==> src/rtl/seg_disp_pkg.sv <==
// Shared types and constants for the seven-segment display scheduling path.
// Optional source-tag display is enabled in the top by defining SEG_SRC_TAG_EN.
package seg_disp_pkg;

    typedef enum logic [2:0] {
        ST_IDLE    = 3'd0,
        ST_SELECT  = 3'd1,
        ST_CAPTURE = 3'd2,
        ST_CONVERT = 3'd3,
        ST_COMMIT  = 3'd4
    } seg_state_e;

    typedef logic [3:0] bcd_digit_t;

    // Three committed digits, most significant first (x.xx)
    typedef struct packed {
        bcd_digit_t int_d;
        bcd_digit_t frac1_d;
        bcd_digit_t frac2_d;
    } bcd3_t;

    localparam int unsigned MAX_DISPLAY = 999;
    localparam int unsigned BCD_W       = 12;
    localparam bcd_digit_t  TAG_BASE    = 4'hA;

    // Double-dabble correction: every BCD nibble >= 5 gets +3 before the shift
    function automatic logic [BCD_W-1:0] bcd_add3(input logic [BCD_W-1:0] b);
        logic [BCD_W-1:0] r;
        r = b;
        for (int n = 0; n < int'(BCD_W / 4); n++) begin
            if (r[n*4 +: 4] >= 4'd5) begin
                r[n*4 +: 4] = r[n*4 +: 4] + 4'd3;
            end
        end
        return r;
    endfunction

endpackage

==> src/rtl/seg_bin2bcd_seq.sv <==
// Sequential double-dabble converter: one input bit per cycle, DATA_W cycles per
// conversion into a 12-bit BCD accumulator. o_done_c flags the final step.
module seg_bin2bcd_seq
    import seg_disp_pkg::*;
#(
    parameter int unsigned DATA_W = 10
) (
    input  logic              clk,
    input  logic              rst_n,
    input  logic              i_start,
    input  logic [DATA_W-1:0] i_bin,
    output logic              o_busy,
    output logic              o_done_c,
    output logic [BCD_W-1:0]  o_bcd
);

    localparam int unsigned CNT_W = $clog2(DATA_W + 1);

    logic [DATA_W-1:0] r_bin;
    logic [BCD_W-1:0]  r_bcd;
    logic [CNT_W-1:0]  r_cnt;
    logic              r_busy;
    logic [BCD_W-1:0]  w_adj;

    assign w_adj = bcd_add3(r_bcd);

    always_ff @(posedge clk) begin
        if (!rst_n) begin
            r_bin  <= '0;
            r_bcd  <= '0;
            r_cnt  <= '0;
            r_busy <= 1'b0;
        end else if (i_start) begin
            r_bin  <= i_bin;
            r_bcd  <= '0;
            r_cnt  <= CNT_W'(DATA_W);
            r_busy <= 1'b1;
        end else if (r_busy) begin
            r_bcd <= {w_adj[BCD_W-2:0], r_bin[DATA_W-1]};
            r_bin <= r_bin << 1;
            r_cnt <= r_cnt - CNT_W'(1);
            if (r_cnt == CNT_W'(1)) begin
                r_busy <= 1'b0;
            end
        end
    end

    assign o_busy   = r_busy;
    assign o_done_c = r_busy && (r_cnt == CNT_W'(1));
    assign o_bcd    = r_bcd;

endmodule

==> src/rtl/seg_display_scheduler.sv <==
// Round-robin scheduler feeding one measurement sample per hold period to the
// 3-digit display. Define SEG_SRC_TAG_EN to show a source tag (A/b/C) first.
module seg_display_scheduler
    import seg_disp_pkg::*;
#(
    parameter int unsigned NUM_SRC     = 3,
    parameter int unsigned DATA_W      = 10,
    parameter int unsigned HOLD_CYCLES = 6000000
) (
    input  logic                      clk,
    input  logic                      rst_n,
    input  logic [NUM_SRC-1:0]        src_valid,
    input  logic [NUM_SRC*DATA_W-1:0] src_data,
    output logic [NUM_SRC-1:0]        src_ready,
    input  logic                      freeze,
    output logic [3:0]                int_digit,
    output logic [3:0]                frac1_digit,
    output logic [3:0]                frac2_digit,
    output logic [2:0]                cur_src,
    output logic                      overrange,
    output logic                      update
);

    localparam int unsigned SEL_W   = 3;
    localparam int unsigned TMR_W   = $clog2(HOLD_CYCLES + 1);
    localparam int unsigned DATA8_W = 8 * DATA_W;
    localparam int unsigned CMP_W   = (DATA_W > 10) ? DATA_W : 10;

    seg_state_e         r_state;
    logic [TMR_W-1:0]   r_timer;
    logic [SEL_W-1:0]   r_rr;
    logic [SEL_W-1:0]   r_grant;
    logic               r_over_pend;
    logic [NUM_SRC-1:0] r_ready;
    bcd3_t              r_disp;
    logic [SEL_W-1:0]   r_cur_src;
    logic               r_over;
    logic               r_update;

    logic               w_hit;
    logic [SEL_W-1:0]   w_pick;
    int unsigned        w_best;
    int unsigned        w_dist;
    logic [7:0]         w_valid8;
    logic [DATA8_W-1:0] w_data8;
    logic [DATA_W-1:0]  w_samples [8];
    logic [DATA_W-1:0]  w_sel_sample;
    logic               w_over;
    logic [DATA_W-1:0]  w_clamped;
    logic               w_start;
    logic               w_busy;
    logic               w_done_c;
    logic [BCD_W-1:0]   w_bcd;

    // Sources widened to 8 so a 3-bit grant indexes them without range issues
    assign w_valid8 = 8'(src_valid);
    assign w_data8  = DATA8_W'(src_data);

    always_comb begin
        for (int i = 0; i < 8; i++) begin
            w_samples[i] = w_data8[i*DATA_W +: DATA_W];
        end
    end

    // Nearest valid source after the last served one, wrapping modulo NUM_SRC
    always_comb begin
        w_hit  = 1'b0;
        w_pick = '0;
        w_best = NUM_SRC;
        w_dist = 0;
        for (int i = 0; i < int'(NUM_SRC); i++) begin
            w_dist = (i + 2 * NUM_SRC - 1 - int'(r_rr)) % NUM_SRC;
            if (src_valid[i] && (w_dist < w_best)) begin
                w_best = w_dist;
                w_hit  = 1'b1;
                w_pick = SEL_W'(i);
            end
        end
    end

    assign w_sel_sample = w_samples[r_grant];
    assign w_over       = CMP_W'(w_sel_sample) > CMP_W'(MAX_DISPLAY);
    assign w_clamped    = w_over ? DATA_W'(MAX_DISPLAY) : w_sel_sample;
    assign w_start      = (r_state == ST_CAPTURE) && w_valid8[r_grant];

    seg_bin2bcd_seq #(
        .DATA_W (DATA_W)
    ) u_bin2bcd (
        .clk      (clk),
        .rst_n    (rst_n),
        .i_start  (w_start),
        .i_bin    (w_clamped),
        .o_busy   (w_busy),
        .o_done_c (w_done_c),
        .o_bcd    (w_bcd)
    );

`ifdef SEG_SRC_TAG_EN
    localparam int unsigned QUARTER = (HOLD_CYCLES >= 8) ? HOLD_CYCLES / 4 : 1;
    logic [3:0] r_int_out;
`endif

    always_ff @(posedge clk) begin
        if (!rst_n) begin
            r_state     <= ST_IDLE;
            r_timer     <= '0;
            r_rr        <= SEL_W'(NUM_SRC - 1);
            r_grant     <= '0;
            r_over_pend <= 1'b0;
            r_ready     <= '0;
            r_disp      <= '0;
            r_cur_src   <= '0;
            r_over      <= 1'b0;
            r_update    <= 1'b0;
`ifdef SEG_SRC_TAG_EN
            r_int_out   <= '0;
`endif
        end else begin
            r_update <= 1'b0;
            case (r_state)
                ST_IDLE: begin
                    if (!freeze) begin
                        if (r_timer == TMR_W'(HOLD_CYCLES - 1)) begin
                            r_timer <= '0;
                            r_state <= ST_SELECT;
                        end else begin
                            r_timer <= r_timer + TMR_W'(1);
                        end
`ifdef SEG_SRC_TAG_EN
                        if (r_timer == TMR_W'(QUARTER - 1)) begin
                            r_int_out <= r_disp.int_d;
                        end
`endif
                    end
                end
                ST_SELECT: begin
                    if (w_hit) begin
                        r_grant <= w_pick;
                        r_ready <= NUM_SRC'(1) << w_pick;
                        r_state <= ST_CAPTURE;
                    end else begin
                        r_state <= ST_IDLE;
                    end
                end
                ST_CAPTURE: begin
                    r_ready <= '0;
                    if (w_valid8[r_grant]) begin
                        r_rr        <= r_grant;
                        r_over_pend <= w_over;
                        r_state     <= ST_CONVERT;
                    end else begin
                        r_state <= ST_IDLE;
                    end
                end
                ST_CONVERT: begin
                    // An idle engine here can only mean a lost start; drop the sample
                    if (w_done_c) begin
                        r_state <= ST_COMMIT;
                    end else if (!w_busy) begin
                        r_state <= ST_IDLE;
                    end
                end
                ST_COMMIT: begin
                    r_disp    <= w_bcd;
                    r_cur_src <= r_grant;
                    r_over    <= r_over_pend;
                    r_update  <= 1'b1;
                    r_state   <= ST_IDLE;
`ifdef SEG_SRC_TAG_EN
                    r_int_out <= TAG_BASE + 4'(r_grant);
`endif
                end
                default: r_state <= ST_IDLE;
            endcase
        end
    end

    assign src_ready   = r_ready;
`ifdef SEG_SRC_TAG_EN
    assign int_digit   = r_int_out;
`else
    assign int_digit   = r_disp.int_d;
`endif
    assign frac1_digit = r_disp.frac1_d;
    assign frac2_digit = r_disp.frac2_d;
    assign cur_src     = r_cur_src;
    assign overrange   = r_over;
    assign update      = r_update;

endmodule

==> config.mk <==
export PLATFORM = sky130hd
export DESIGN_NAME = seg_display_scheduler
export DESIGN_NICKNAME = d
export VERILOG_FILES = /design/src/rtl/seg_disp_pkg.sv /design/src/rtl/seg_bin2bcd_seq.sv /design/src/rtl/seg_display_scheduler.sv
export SDC_FILE = /design/constraint.sdc
export NUM_CORES = 1
export LEC_CHECK = 0
export CORE_MARGIN = 5
export CORE_UTILIZATION = 35
export CTS_CLUSTER_SIZE = 8
export DETAILED_ROUTE_END_ITERATION = 8
export GPL_ROUTABILITY_DRIVEN = 0
export PLACE_DENSITY = 0.54
export REMOVE_ABC_BUFFERS = 1
export SLEW_MARGIN = 20
export SYNTH_ARGS = -nofsm -noshare
export SYNTH_HDL_FRONTEND = slang
export SYNTH_SLANG_ARGS = --single-unit
export TNS_END_PERCENT = 1
==> constraint.sdc <==
create_clock -name clk -period 3.9 [get_ports clk]
set_input_delay 0.78 -clock clk [delete_from_list [all_inputs] [get_ports clk]]
set_output_delay 0.78 -clock clk [all_outputs]
set_load 0.05 [all_outputs]
==> key figures <==
Worst setup path
  • Critical Path Source Type: flop
  • R2r worst-path depth: 19
  • Crit path DAT: 3.91 ns
  • Reg2reg start: r_rr[1]
  • CP Capture Type: flop
  • Worst Setup SP: r_rr[1]
  • Flop-to-flop setup slack: 0.18 ns
  • Worst endpoint required time: about 4.1 ns
  • Critical path class: flop to flop
  • Crit-path max FO: 6

CTS
  • CTS Buf Count: 9
  • Clock Latency Late Sink: 0.33 ns
  • Clk slew on worst S/H paths: 0.06 ns
  • Hold_buf cts: 0
  • Clock Path Buffers: 2
  • H-tree Lvls: 3
  • TritonCTS clock tree: built
  • CTS Sinks: a little under 80
  • Root buf cell: clkbuf_16

Cells and area
  • Area grow syn2layout: 32.1%
  • Final-stage net count: slightly above 700
  • Multi-input logic area: between 0.003 and 0.004 sq mm
  • Final instance area: 0.00604 sq mm
  • Ant diodes: 0
  • Final core occ: 0.475
  • Finished Layout Cells: between 800 and 900
  • # fillers: around 1.3k
  • Layout cells sized above 1: 0.155
  • Reg area: around 0.0015 sq mm

STA
  • Final period utilization: 0.954
  • Hold Vio Cnt, Final: 0
  • Slew headroom: 0.286
  • Final setup viols: 0
  • Post-route setup TNS: 0 ns
  • Max Freq: 269 MHz
  • Worst Skew: 0.00628 ns
  • Worst-Margin Slew: 1.07 ns
  • Final hold slack: ~0.46 ns
  • Fin worst setup slack: 0.181 ns
  • Fin. max-slew vios: 0
  • Minimum clock period after layout: ~3.7 ns

Global route
  • Grt ovf: 0
  • Vias in the first global route: roughly 3.9k
  • GRT Total Usage: 0.138
  • Initial antenna violation count: 0
  • Pin count of the biggest net entering global routing: 26
  • First-pass GRT wire length: 18300 microns

Die
  • Total core area: 0.0127 sq mm
  • DIE AREA: 0.0154 sq mm
  • Initial Util: 0.359
  • Die Width: 124 microns
  • I/O pin total: 56
  • FP Rows: between 40 and 50
  • Die H: 124 microns

Power
  • P_leak: 2.30 nW
  • Combinational power share: 0.069
  • Psw: 0.383 mW
  • Int Pwr: ~1.4 mW
  • Maximum vdd drop: 298 uV
  • Sw Share: 0.220
  • Clk pwr share: 0.479
  • Power Total: about 1.7 mW
  • Pwr Density: 289 mW/mm^2
  • Reg power frac: 0.451

Synth
  • Syn. warnings: 0
  • Synth Instances: 550
  • Synth top area cells: dfxtp_1 (34%), ha_1 (10%), nand2_1 (6.8%), mux2i_1 (4.4%), nor2_1 (4.1%)
  • Most common cell in the netlist: nand2_1
  • Seq/Total Area, Yosys: 0.337
  • Synth Cell Area: 0.00457 sq mm
  • Yosys reg bits: between 70 and 80
  • Synth area leader: dfxtp_1
  • Post-synth cell types: between 60 and 70
  • Top-area cell type share of the netlist area: 0.337
  • Ys async rst share: 0
  • Post-synth top cells: nand2_1 (83), dfxtp_1 (77), nor2_1 (50)
  • Number of synthesized flops with an enable pin: 0
  • Syn avg cell area: 8.31 sq um
  • Synth Flop Type: dfxtp_1

Min path
  • Hold depth: 2
  • Min-delay worst type: flop to flop
  • Worst hold start: frac1_digit[3]

Placement
  • IO Port Bufs: 54
  • Post-Place Cells: about 790
  • Placed inst area: ~0.0055 sq mm
  • Worst slack at placement: -0.626 ns
  • Post-DP HPWL: 7980 microns

Detailed routing
  • Antenna Nets Post-Route: 0
  • WL per Instance: 13.6 microns
  • Starting DRT DRC Count: 161
  • # DRC: 0
  • WL final: 11000 microns
  • Drt via density: 4.94
  • Vias: 4002
  • DRT Pass-1 Iters: 4

Job
  • Number of max-cap violations: 0

Run status
  • Status: finished clean
## final timing paths
kind | to
setup / recovery | r_grant[0]
hold / removal | frac1_digit[3]
setup reg to reg | r_grant[0]
hold reg to reg | frac1_digit[3]
## logic make-up (layout without fill, tap and decap cells)
| family | count (synthesis) | after routing | synth area share |
|---|---|---|---|
| flip-flops | 77 | 77 | 0.337 |
| AO/OA/AOI/OAI | 114 | 114 | 0.175 |
| XOR/XNOR | 29 | 29 | 0.0556 |
| AND/OR/NAND/NOR | 224 | 224 | 0.237 |
| multiplexers | 21 | 21 | 0.0463 |
| adder cells (fa/ha/maj) | 38 | 38 | 0.104 |
| buffers and inverters | 45 | 121 | 0.0432 |
| other | 2 | 14 | 0.00164 |
## power by group through the flow
stage / Combinational, mW / Clock (mW) / Sequential [mW]
5_1_grt: 0.133 / 0.891 / 0.788
3_5_place_dp: 0.112 / 0 / 0.807
2_1_floorplan: 0.0488 / 0 / 0.807
6_report: 0.121 / 0.837 / 0.788
4_1_cts: 0.116 / 0.854 / 0.789
3_3_place_gp: 0.112 / 0 / 0.807
## state kept, by name (all words and copies together), names as in the netlist
name	flops
overrange	1
u_bin2bcd.r_cnt	4
u_bin2bcd.r_bin	10
cur_src	2
r_grant	2
src_ready	3
r_timer	23
r_rr	2
r_state	3
frac1_digit	4
update	1
u_bin2bcd.o_busy	1
frac2_digit	4
r_over_pend	1
u_bin2bcd.o_bcd	12
int_digit	4
## layout by cell type, fill, tap and decap left out, types with 7 or more instances in the layout
| master | instances |
|---|---|
| nand2_1 | 81 |
| dfxtp_1 | 75 |
| clkdlybuf4s50_1 | 53 |
| nor2_1 | 49 |
| buf_4 | 33 |
| ha_1 | 29 |
| nand3_1 | 22 |
| a21boi_0 | 22 |
| mux2i_1 | 20 |
| a21oi_1 | 19 |
| o21ai_0 | 19 |
| xor2_1 | 18 |
| inv_1 | 15 |
| nand4_1 | 14 |
| conb_1 | 14 |
| xnor2_1 | 11 |
| clkbuf_16 | 9 |
| ha_4 | 7 |
## timing repair
action,CTS,global route
pin swaps,12,15
gates resized for setup,13,39
buffers inserted,1,2
endpoints found under the setup margin,6,6
## layout make-up
type	instances	area share
Multi-Input combinational cell	440	0.514
Sequential cell	77	0.256
Timing Repair Buffer	88	0.132
Clock buffer	10	0.0396
Tap cell	172	0.0356
Inverter	17	0.0114
Clock inverter	6	0.0104
## critical path, stage by stage, from the launching register on
cell and delay (ns):
dfxtp_4 0.36, inv_4 0.09, ha_4 0.16, buf_4 0.13, nor2b_1 0.07, ha_1 0.23
or3_1 0.39, a221oi_2 0.24, o221ai_2 0.15, a21oi_2 0.24, buf_4 0.15, nand2_2 0.08
ha_4 0.18, a2111oi_4 0.30, nor2_1 0.06, o21bai_1 0.15, buf_4 0.17, a41oi_2 0.14
o22ai_1 0.19, o22ai_1 0.10
## routing by layer
metal	share of wire	GRT usage
met3	0.025	0.0292
met4	0.012	0.0361
met5	0	0
met2	0.47	0.226
met1	0.49	0.186
No activity file was read; power rests on OpenSTA's default activity.
